`src/rtl/out_ser.sv`:
```
// out_ser: parallel-to-serial output stage for the output-pad path.
// Accepts a WIDTH-bit word over valid/ready and shifts it out one bit per clock.
// Optional feature macro: OUT_SER_PARITY_EN appends an even-parity bit to each frame.
module out_ser #(
  parameter int unsigned WIDTH      = 8,
  parameter bit          MSB_FIRST  = 1'b0,
  parameter logic        IDLE_LEVEL = 1'b1,
  parameter logic        OUT_BYPASS = 1'b1
) (
  input  logic             clk,
  input  logic             rst,
  input  logic [WIDTH-1:0] dataIn,
  input  logic             dataInValid,
  output logic             dataInReady,
  output logic             serOut,
  output logic             serSel,
  output logic             serValid,
  output logic             busy
);

  localparam int unsigned    CNT_W    = $clog2(WIDTH + 1);
  localparam logic [CNT_W-1:0] CNT_LOAD = CNT_W'(WIDTH - 1);

`ifdef OUT_SER_PARITY_EN
  typedef enum logic [1:0] {IDLE = 2'd0, SHIFT = 2'd1, PARITY = 2'd2} state_t;
`else
  typedef enum logic [1:0] {IDLE = 2'd0, SHIFT = 2'd1} state_t;
`endif

  state_t           state_q, state_d;
  logic [WIDTH-1:0] sreg_q, sreg_d;
  logic [CNT_W-1:0] cnt_q, cnt_d;
  logic             ser_out_d;
  logic             ser_valid_d;
  logic             live_q;
  logic             first_bit;
  logic             next_bit;
  logic             last_bit;
  logic             accept;
`ifdef OUT_SER_PARITY_EN
  logic             par_q, par_d;
`endif

  // State register
  always_ff @(posedge clk) begin
    if (rst) state_q <= IDLE;
    else     state_q <= state_d;
  end

  // Next-state, ready and next-output decode; an accept always (re)loads a frame
  always_comb begin
    state_d     = state_q;
    sreg_d      = sreg_q;
    cnt_d       = cnt_q;
    ser_out_d   = IDLE_LEVEL;
    ser_valid_d = 1'b0;
    dataInReady = 1'b0;
`ifdef OUT_SER_PARITY_EN
    par_d       = par_q;
`endif
    first_bit   = MSB_FIRST ? dataIn[WIDTH-1] : dataIn[0];
    next_bit    = MSB_FIRST ? sreg_q[WIDTH-1] : sreg_q[0];
    last_bit    = (cnt_q == '0);

    case (state_q)
      IDLE: begin
        dataInReady = live_q;
      end
      SHIFT: begin
`ifndef OUT_SER_PARITY_EN
        dataInReady = live_q && last_bit;
`endif
        if (!last_bit) begin
          sreg_d      = MSB_FIRST ? (sreg_q << 1) : (sreg_q >> 1);
          cnt_d       = cnt_q - CNT_W'(1);
          ser_out_d   = next_bit;
          ser_valid_d = 1'b1;
`ifdef OUT_SER_PARITY_EN
          par_d       = par_q ^ next_bit;
`endif
        end else begin
`ifdef OUT_SER_PARITY_EN
          state_d     = PARITY;
          ser_out_d   = par_q;
          ser_valid_d = 1'b1;
`else
          state_d     = IDLE;
`endif
        end
      end
`ifdef OUT_SER_PARITY_EN
      PARITY: begin
        dataInReady = live_q;
        state_d     = IDLE;
      end
`endif
      default: state_d = IDLE;
    endcase

    accept = dataInValid && dataInReady;
    if (accept) begin
      state_d     = SHIFT;
      sreg_d      = MSB_FIRST ? (dataIn << 1) : (dataIn >> 1);
      cnt_d       = CNT_LOAD;
      ser_out_d   = first_bit;
      ser_valid_d = 1'b1;
`ifdef OUT_SER_PARITY_EN
      par_d       = first_bit;
`endif
    end
  end

  // Datapath and output registers; live_q holds ready low until reset has been released
  always_ff @(posedge clk) begin
    if (rst) begin
      sreg_q   <= '0;
      cnt_q    <= '0;
      serOut   <= IDLE_LEVEL;
      serValid <= 1'b0;
      busy     <= 1'b0;
      serSel   <= 1'b0;
      live_q   <= 1'b0;
`ifdef OUT_SER_PARITY_EN
      par_q    <= 1'b0;
`endif
    end else begin
      sreg_q   <= sreg_d;
      cnt_q    <= cnt_d;
      serOut   <= ser_out_d;
      serValid <= ser_valid_d;
      busy     <= (state_d != IDLE);
      serSel   <= OUT_BYPASS;
      live_q   <= 1'b1;
`ifdef OUT_SER_PARITY_EN
      par_q    <= par_d;
`endif
    end
  end

endmodule
```
`config.mk`:
```
export PLATFORM = sky130hd
export DESIGN_NAME = out_ser
export DESIGN_NICKNAME = d
export VERILOG_FILES = /design/src/rtl/out_ser.sv
export SDC_FILE = /design/constraint.sdc
export NUM_CORES = 1
export LEC_CHECK = 0
export ABC_AREA = 1
export CAP_MARGIN = 20
export CELL_PAD_IN_SITES_DETAIL_PLACEMENT = 2
export CELL_PAD_IN_SITES_GLOBAL_PLACEMENT = 2
export CORE_ASPECT_RATIO = 0.8
export CORE_MARGIN = 2
export CORE_UTILIZATION = 35
export CTS_CLUSTER_DIAMETER = 60
export DETAILED_ROUTE_END_ITERATION = 7
export DONT_BUFFER_PORTS = 1
export PLACE_DENSITY = 0.83
export SYNTH_ARGS = -nofsm -noshare
export SYNTH_HDL_FRONTEND = slang
export SYNTH_SLANG_ARGS = --single-unit
export TNS_END_PERCENT = 50
```
`constraint.sdc`:
```
create_clock -name clk -period 1.85 [get_ports clk]
set_clock_uncertainty 0.15 [all_clocks]
set_input_delay 0.2775 -clock clk [delete_from_list [all_inputs] [get_ports clk]]
set_output_delay 0.2775 -clock clk [all_outputs]
set_load 0.05 [all_outputs]
```
# Yosys cells after proc, flatten, opt, wreduce, memory -nomap -nowiden
# Index checks and enable logic that the tools add are counted.
# W data, S select, Z words.
word_totals:
  mem_bits_rw: 0
  mem_bits_ro: 0
  memories: 0
  input_bits: 11
  register_bits: 17
  latchBits: 0
  wordCells: 38
classes:
  eq_ne: 2
  n_mux: 17
  reduce_logical: 9
  n_addsub: 1
  multipliers: 0
  n_bitwise: 1
  magnitude_cmp: 0
  div: 0
  shifts: 0
ops:
  columns: ["operator", "n"]
  rows:
  - ["$mux W7", 3]
  - ["$mux W3", 3]
  - ["$mux W1", 7]
  - ["$logic_not A4 Y1", 1]
  - ["$mux W2", 2]
  - ["$pmux W2 S2", 1]
  - ["$reduce_and A2 Y1", 2]
  - ["$reduce_bool A2 Y1", 2]
  - ["$sub A4 B1 Y4 const B", 1]
  - ["$eq A2 B1 Y1 const B", 1]
  - ["$logic_and A1 B1 Y1", 2]
  - ["$logic_not A2 Y1", 1]
  - ["$ne A2 B1 Y1 const B", 1]
  - ["$pmux W1 S2", 1]
  - ["$reduce_or A2 Y1", 1]
  - ["$not A1 Y1", 1]

# Logic depth before layout (Yosys ltp)
# Gate-level depths: netlist (run 1).
depth:
  depth_word: 6
  mapped_depth: 9

# Least setup slack after synthesis (run 1)
# OpenSTA, ideal clock, no wires.
synth_path:
  kind: "register to output"
  start: "reg live_q"
  end: "out dataInReady"
  t_required_ns: 1.422
  path_stages_with_launch: 5
  setup_slack_ns: 0.050
  path_buffers: 0
  arrival_ns: 1.373
  cell_sequence: "dfxtp_1 inv_1 nor2_2 nand2_1 inv_1"
synth_between:
  elab_chain_cells: 2
synth_rtl:
  columns: ["item", "line", "text"]
  rows:
  - ["from (decl)", "35", "logic live_q;"]
  - ["from (signal assigned)", "122", "live_q <= 1'b0;"]
  - ["from (signal assigned)", "133", "live_q <= 1'b1;"]
  - ["$logic_and A1 B1 Y1", "71", "dataInReady = live_q && last_bit;"]
  - ["$pmux W1 S2 *", "65", "case (state_q)"]
  - ["to (decl)", "14", "output logic dataInReady,"]
# Mark *: on every way between the ends. The rest lies on a longest branch, timed or not.

# Final worst setup path (run 1)
layout_path:
  start: "reg cnt_q[2]"
  end: "out dataInReady"
layout_between:
  elab_chain_cells: 3
layout_rtl:
  columns: ["item", "line", "text"]
  rows:
  - ["from (decl)", "32", "logic [CNT_W-1:0] cnt_q, cnt_d;"]
  - ["from (signal assigned)", "128", "cnt_q <= cnt_d;"]
  - ["$logic_not A4 Y1", "63", "last_bit = (cnt_q == '0);"]
  - ["$logic_and A1 B1 Y1", "71", null]
  - ["$pmux W1 S2", "65", null]
# Every way passes these cells.

==> summary.txt, run 1 <==
Power and ir drop
  – Cell area power density: 700 mW/mm^2
  – Maximum VDD drop: 0.509 mV
  – Leakage power figure: ~0.45 nW

Logic synthesis
  – Synthesized flop and latch total: 17
  – Most frequent cell after synthesis: sky130_fd_sc_hd__nand2_1
  – Number of synthesized flops with an enable pin: 0
  – Number of nets produced by synthesis: 125
  – Most common library cells after synthesis: sky130_fd_sc_hd__nand2_1 (20), sky130_fd_sc_hd__dfxtp_1 (17), sky130_fd_sc_hd__inv_1 (16)
  – Netlist area before placement: 923 um^2
  – Sequential share of the synthesized area: between 30 and 40%
  – Top cells by area, synth: sky130_fd_sc_hd__dfxtp_1 (37%), sky130_fd_sc_hd__nand2_1 (8.1%), sky130_fd_sc_hd__a21oi_2 (7.6%)
  – Top_reg_cell synth: sky130_fd_sc_hd__dfxtp_1
  – Total number of yosys warnings: 0
  – Dominant cell type by area after synthesis: sky130_fd_sc_hd__dfxtp_1
  – Share of synthesized registers carrying an async set or reset: 0%
  – Post-Syn Instances: roughly 110
  – Per-instance average area after synthesis: 8.17 um^2
  – Number of distinct standard cells referenced by the synthesized netlist: 24
  – Area fraction of the dominant cell type after synthesis: 36.9%

Placed design
  – Standard cell area after detailed placement: 977 um^2
  – HPWL after detailed placement: 1630 um
  – Count of buffers from port buffering: 0
  – Post-place setup slack: between 30 and 40 ps
  – Placer congestion estimate: 0.765

Global route
  – Overall track demand over capacity in global routing: between 10% and 20%
  – Global route overflow: 0
  – Initial antenna violation count: 0
  – Number of global-route vias before repair: 832
  – Maximum number of pins on one net before global-route repair: 22
  – Wire length of the first global-routing pass: 3970 um

Clock tree
  – Clock net sink count: 17
  – Clock buffer depth: 2
  – Buffer cell driving the clock tree root: sky130_fd_sc_hd__clkbuf_4
  – Clock slew at the register clock pins of the worst setup and hold paths: 90 ps
  – CTS tree: done
  – H-tree depth: 1
  – TritonCTS Buffers: 3
  – Clock Latency Late Sink: just under 300 ps

Layout
  – Diode count: 0
  – Total number of nets in the final design: approximately 130
  – Final core occ: between 40 and 50%
  – Sequential Area: around 340 um^2
  – Area delta synth->final: 14.4%
  – Area occupied by multi-input gates: 498 um^2
  – Final-layout fill cell count: approximately 310
  – Share of post-route cells with drive strength above 1: 33.1%
  – Final standard cell area without fillers: 0.00106 mm^2

Floorplan
  – Core outline area: approximately 0.0025 mm^2
  – Chip Height: 49.9 um
  – Horiz. Die Dim: around 61 um
  – Initial standard-cell utilization of the core: 37.2%
  – Area enclosed by the die boundary: 0.00307 mm^2
  – Floorplan row count: 16
  – Count of boundary I/O pins: 16

Run status
  – Result of the run: complete, no violations

Setup path
  – Max Fanout on Critical Path: 8
  – Startpoint kind of the worst setup timing path: flip-flop
  – Critical path arrival: 1350 ps
  – WS Path Type: flip-flop to output port
  – Sort of element at the end of the critical path: output port
  – Required time at the worst-slack endpoint: 1420 ps

STA
  – Setup TNS: 0 ps
  – Fraction of the cycle the final worst path needs: 95.9%
  – Minimum clock period: 1770 ps
  – Number of setup violations in the final report: 0
  – Max Clk Rate: around 560 MHz
  – Worst-Margin Slew: approximately 770 ps
  – Slew headroom: ~50%
  – Final critical-path setup slack: 75.6 ps
  – Number of max-slew violations in the final report: 0
  – Fin. Hold Viols: 0
  – Setup repair after global routing missed its margin: false

Drt
  – ANT nets after route: 0
  – Routed wire per std cell: 15.1 um
  – Total length of routed wires: 2360 um
  – Final routed DRC violation total: 0
  – Vias post-DR: 759
  – Detailed Routing Iterations Pass 1: 4
  – Vias per inst: 4.83
  – Number of DRC violations after detailed-routing iteration 0: 20

Min path
  – Min-delay worst type: input pin to flip-flop

Flow run
  – Total of max-cap violations: 0
[cell type report]
| cell class | instances | area share (%) |
|---|---|---|
| timing repair buffer | 8 | 7.58 |
| sequential | 17 | 32.5 |
| tap | 36 | 4.27 |
| multi-input combinational | 75 | 47.2 |
| inverter | 17 | 6.04 |
| clock buffer | 4 | 2.49 |
[routing by layer]
metal  GRT usage, %  share of wire (%)
met5              0                  0
met2           29.8                 50
met3           5.77                3.0
met1           23.0                 46
met4           3.19               0.63
[state kept, by name (all words and copies together) (netlist names)]
signal    cells
sreg_q        7
cnt_q         4
state_q       2
busy          1
live_q        1
serOut        1
serValid      1
[cells in the final DEF, fill, tap and decap left out, types with 2 or more instances in the layout]
master / Yosys / routed
sky130_fd_sc_hd__nand2_1: 20 / 20
sky130_fd_sc_hd__inv_1: 16 / 15
sky130_fd_sc_hd__dfxtp_1: 17 / 15
sky130_fd_sc_hd__nand3_1: 11 / 11
sky130_fd_sc_hd__a21oi_2: 8 / 8
sky130_fd_sc_hd__nand2_2: 6 / 6
sky130_fd_sc_hd__nand4_1: 6 / 6
sky130_fd_sc_hd__nand3_2: 5 / 5
sky130_fd_sc_hd__nor2_1: 4 / 4
sky130_fd_sc_hd__buf_4: 1 / 4
sky130_fd_sc_hd__clkbuf_4: 0 / 3
sky130_fd_sc_hd__dlygate4sd3_1: 0 / 3
sky130_fd_sc_hd__inv_2: 1 / 2
sky130_fd_sc_hd__nor2_2: 2 / 2
sky130_fd_sc_hd__nand2_4: 2 / 2
sky130_fd_sc_hd__o21ai_1: 2 / 2
sky130_fd_sc_hd__a21oi_1: 2 / 2
sky130_fd_sc_hd__dfxtp_2: 0 / 2
[cell families after synthesis]
| family | after synthesis | share of synthesized area, % |
|---|---|---|
| compound gates | 13 | 11.5 |
| xor+xnor | 1 | 0.949 |
| fa+ha+maj | 1 | 1.35 |
| buf+inv | 21 | 10.6 |
| flops | 17 | 36.9 |
| other cells | 1 | 0.406 |
| simple gates | 59 | 38.3 |
[worst paths after layout]
path                             startpoint          end  slack (ps)  depth (start not counted)
worst max-delay path               cnt_q[2]  dataInReady          80                          6
worst min-delay path            dataInValid    sreg_q[1]          80                          3
worst max register to register     cnt_q[2]    sreg_q[6]         140                          7
worst min register to register    sreg_q[0]    sreg_q[0]         340                          2
[report_power, final]
part / switching [mW] / total [mW] / internal (mW)
Clock: 0.111 / 0.195 / 0.0838
Combinational: 0.0852 / 0.140 / 0.0549
Sequential: 0.0209 / 0.405 / 0.384
[stage by stage]
step | total power [mW] | std cells | hold WS (ps)
after floorplan | 0.506 | 113 | 191
after global placement | 0.523 | 149 | 193
after global routing | 0.783 | 157 | 89.3
final | 0.739 | 157 | 81.6
after detailed placement | 0.528 | 149 | 194
after CTS | 0.744 | 157 | 73.9
[worst max-delay path, stage by stage (launching register included)]
cell and delay [ps]:
sky130_fd_sc_hd__dfxtp_1 360, sky130_fd_sc_hd__nor2_2 210, sky130_fd_sc_hd__nand2_4 100, sky130_fd_sc_hd__nand2_8 90
sky130_fd_sc_hd__nand2_1 60, sky130_fd_sc_hd__inv_1 90, sky130_fd_sc_hd__buf_12 140
[repair_timing]
| item | 4_1_cts | 5_1_grt |
|---|---|---|
| pin swaps | 1 | 0 |
| hold buffers | 3 | 0 |
| endpoints found under the hold margin | 13 | 0 |
| buffers inserted | 1 | 0 |
| endpoints found under the setup margin | 1 | 3 |
| gates resized for setup | 2 | 3 |
Note: power is estimated with default switching activity, not from simulation.
==> run 2, diff against run 1 <==
Settings changed: ABC_AREA 1 to unset, CORE_MARGIN 2 to unset, PLACE_DENSITY 0.83 to 0.81, SLEW_MARGIN set to 20.
==> summary.txt, run 2 <==
Logic synthesis
  – Most common library cells after synthesis: sky130_fd_sc_hd__dfxtp_1 (17), sky130_fd_sc_hd__nand2_1 (10), sky130_fd_sc_hd__inv_1 (9)
  – Synthesized flop and latch total: 17
  – Top cells by area, synth: sky130_fd_sc_hd__dfxtp_1 (45%), sky130_fd_sc_hd__o221ai_1 (5.8%), sky130_fd_sc_hd__nand2_1 (5.0%)
  – Top_reg_cell synth: sky130_fd_sc_hd__dfxtp_1
  – Dominant cell type by area after synthesis: sky130_fd_sc_hd__dfxtp_1
  – Total number of yosys warnings: 0
  – Most frequent cell after synthesis: sky130_fd_sc_hd__dfxtp_1
  – Per-instance average area after synthesis: about 9.1 um^2
  – Sequential share of the synthesized area: 44.9%
  – Post-Syn Instances: 83
  – Share of synthesized registers carrying an async set or reset: 0%
  – Number of nets produced by synthesis: 95
  – Number of synthesized flops with an enable pin: 0
  – Netlist area before placement: 758 um^2
  – Area fraction of the dominant cell type after synthesis: 44.9%
  – Number of distinct standard cells referenced by the synthesized netlist: 28

Drt
  – Vias per inst: between 5 and 6
  – Routed wire per std cell: 23.9 um
  – Detailed Routing Iterations Pass 1: 4
  – Vias post-DR: 741
  – Final routed DRC violation total: 0
  – Number of DRC violations after detailed-routing iteration 0: 7
  – Total length of routed wires: 3170 um
  – ANT nets after route: 0

Layout
  – Commonest cells after routing, fill and taps aside: sky130_fd_sc_hd__dfxtp_1 (15), sky130_fd_sc_hd__buf_4 (12), sky130_fd_sc_hd__nand2_1 (8), sky130_fd_sc_hd__dlygate4sd3_1 (8), sky130_fd_sc_hd__inv_1 (7)
  – Largest registers: sreg_q (7), cnt_q (4), state_q (2)
  – Share of post-route cells with drive strength above 1: 42.2%
  – Flip-flop count of the largest register after layout: 7
  – Final core occ: 57.1%
  – Total number of nets in the final design: 122
  – Register name with the most flops: sreg_q
  – Area delta synth->final: 47.7%
  – Most common cell after layout, fill and taps aside: sky130_fd_sc_hd__dfxtp_1
  – Diode count: 0
  – Final-layout fill cell count: 193
  – Final non-filler cell total: 133

Min path
  – Min-delay worst type: input pin to flip-flop

Global route
  – Overall track demand over capacity in global routing: 24.0%
  – Number of global-route vias before repair: 750
  – Wire length of the first global-routing pass: 3880 um
  – Maximum number of pins on one net before global-route repair: 12
  – Initial antenna violation count: 0
  – Global route overflow: 0

Placed design
  – HPWL after detailed placement: 1380 um
  – Placer congestion estimate: around 0.74
  – Count of buffers from port buffering: 0
  – Cell Count Post-Placement: 110

Setup path
  – Critical path arrival: 1680 ps
  – Sort of element at the end of the critical path: output port
  – Max Fanout on Critical Path: 2
  – WS Path Type: flip-flop to output port
  – Required time at the worst-slack endpoint: 1420 ps
  – Startpoint kind of the worst setup timing path: flip-flop

Flow run
  – Total of max-cap violations: 0

Run status
  – Result of the run: complete, but fails checks
  – Failing checks: setup timing

Clock tree
  – TritonCTS Buffers: 3
  – Clock slew at the register clock pins of the worst setup and hold paths: 110 ps
  – H-tree depth: 1
  – Clock buffer depth: 2
  – Clock net sink count: 17
  – CTS tree: done
  – Buffer cell driving the clock tree root: sky130_fd_sc_hd__clkbuf_4
  – Clock Latency Late Sink: 300 ps

STA
  – Fraction of the cycle the final worst path needs: 114%
  – Final critical-path setup slack: -253 ps
  – Setup repair after global routing missed its margin: true
  – Fin. Hold Viols: 0
  – Number of max-slew violations in the final report: 0
  – Number of setup violations in the final report: 7
  – Max Clk Rate: 475 MHz
  – Minimum clock period: 2100 ps

Floorplan
  – Core outline area: 0.00196 mm^2
  – Count of boundary I/O pins: 16
  – Initial standard-cell utilization of the core: 38.6%
  – Chip Height: ~44 um
  – Floorplan row count: 14
  – Area enclosed by the die boundary: 0.00236 mm^2
  – Horiz. Die Dim: 54.0 um

Power and ir drop
  – Power Total: 0.782 mW
  – Maximum VDD drop: 0.487 mV
  – Cell area power density: 699 mW/mm^2
  – Leakage power figure: 0.437 nW
## run 2: stage by stage
stage / hold slack, ps / setup WS (ps) / setup TNS, ps / instance area [um^2]
floorplan: 255 / 10.6 / 0 / 764
global placement: 191 / 28.6 / 0 / 817
detailed placement: 196 / 6.98 / 0 / 817
CTS: 46.2 / -248 / -457 / 955
global route: 81.2 / -303 / -1690 / 1120
finish: 67.3 / -253 / -1170 / 1120
## run 2: cells by family after synthesis
kind of cell / synth area share (%)
AND/OR/NAND/NOR: 23.3
AO/OA/AOI/OAI: 18.0
flip-flops: 44.9
buffers and inverters: 6.43
multiplexers: 4.13
adder cells (fa/ha/maj): 1.65
other: 0.495
XOR/XNOR: 1.16
## run 2: layout make-up
type	count	area [um^2]	share of cell area, %
clock buffer	3	22.5	2.01
clock inverter	1	5.00	0.447
inverter	9	36.3	3.24
multi-input combinational	55	465	41.6
sequential	17	345	30.8
tap	24	30.0	2.68
timing repair buffer	24	215	19.2
## run 2: layer usage
metal | GRT usage, % | vias up | wire length (um)
met4 | 4.62 | 0 | 42
li1 | - | 337 | -
met1 | 31.9 | 372 | 1430
met5 | 0 | - | 0
met3 | 6.32 | 7 | 125
met2 | 39.3 | 25 | 1570
## run 2: worst max-delay path: stages (launching register included)
cell	delay (ps)
sky130_fd_sc_hd__dfxtp_2	350
sky130_fd_sc_hd__inv_2	90
sky130_fd_sc_hd__ha_4	130
sky130_fd_sc_hd__or3b_4	380
sky130_fd_sc_hd__nand2_2	70
sky130_fd_sc_hd__and3b_2	360
## run 2: worst paths after layout
check	cells past startpoint	end	slack, ps	start
worst max-delay path	5	dataInReady	-250	cnt_q[0]
worst min-delay path	4	sreg_q[6]	70	dataIn[7]
worst max register to register	9	serOut	-240	cnt_q[0]
worst min register to register	2	sreg_q[6]	360	sreg_q[6]
## run 2: power breakdown
group	total, mW	internal, mW	switching (mW)
registers	0.400	0.380	0.0201
clock network	0.213	0.0808	0.132
logic	0.169	0.0798	0.0891
total	0.782	0.541	0.241
## run 2: timing repair
action                                  CTS  global route
hold endpoints to repair                 14             0
buffers inserted                          2             9
cloned                                    0             0
gates resized for setup                   4            20
hold buffers                              8             0
pin swaps                                 0             4
endpoints found under the setup margin    2            10
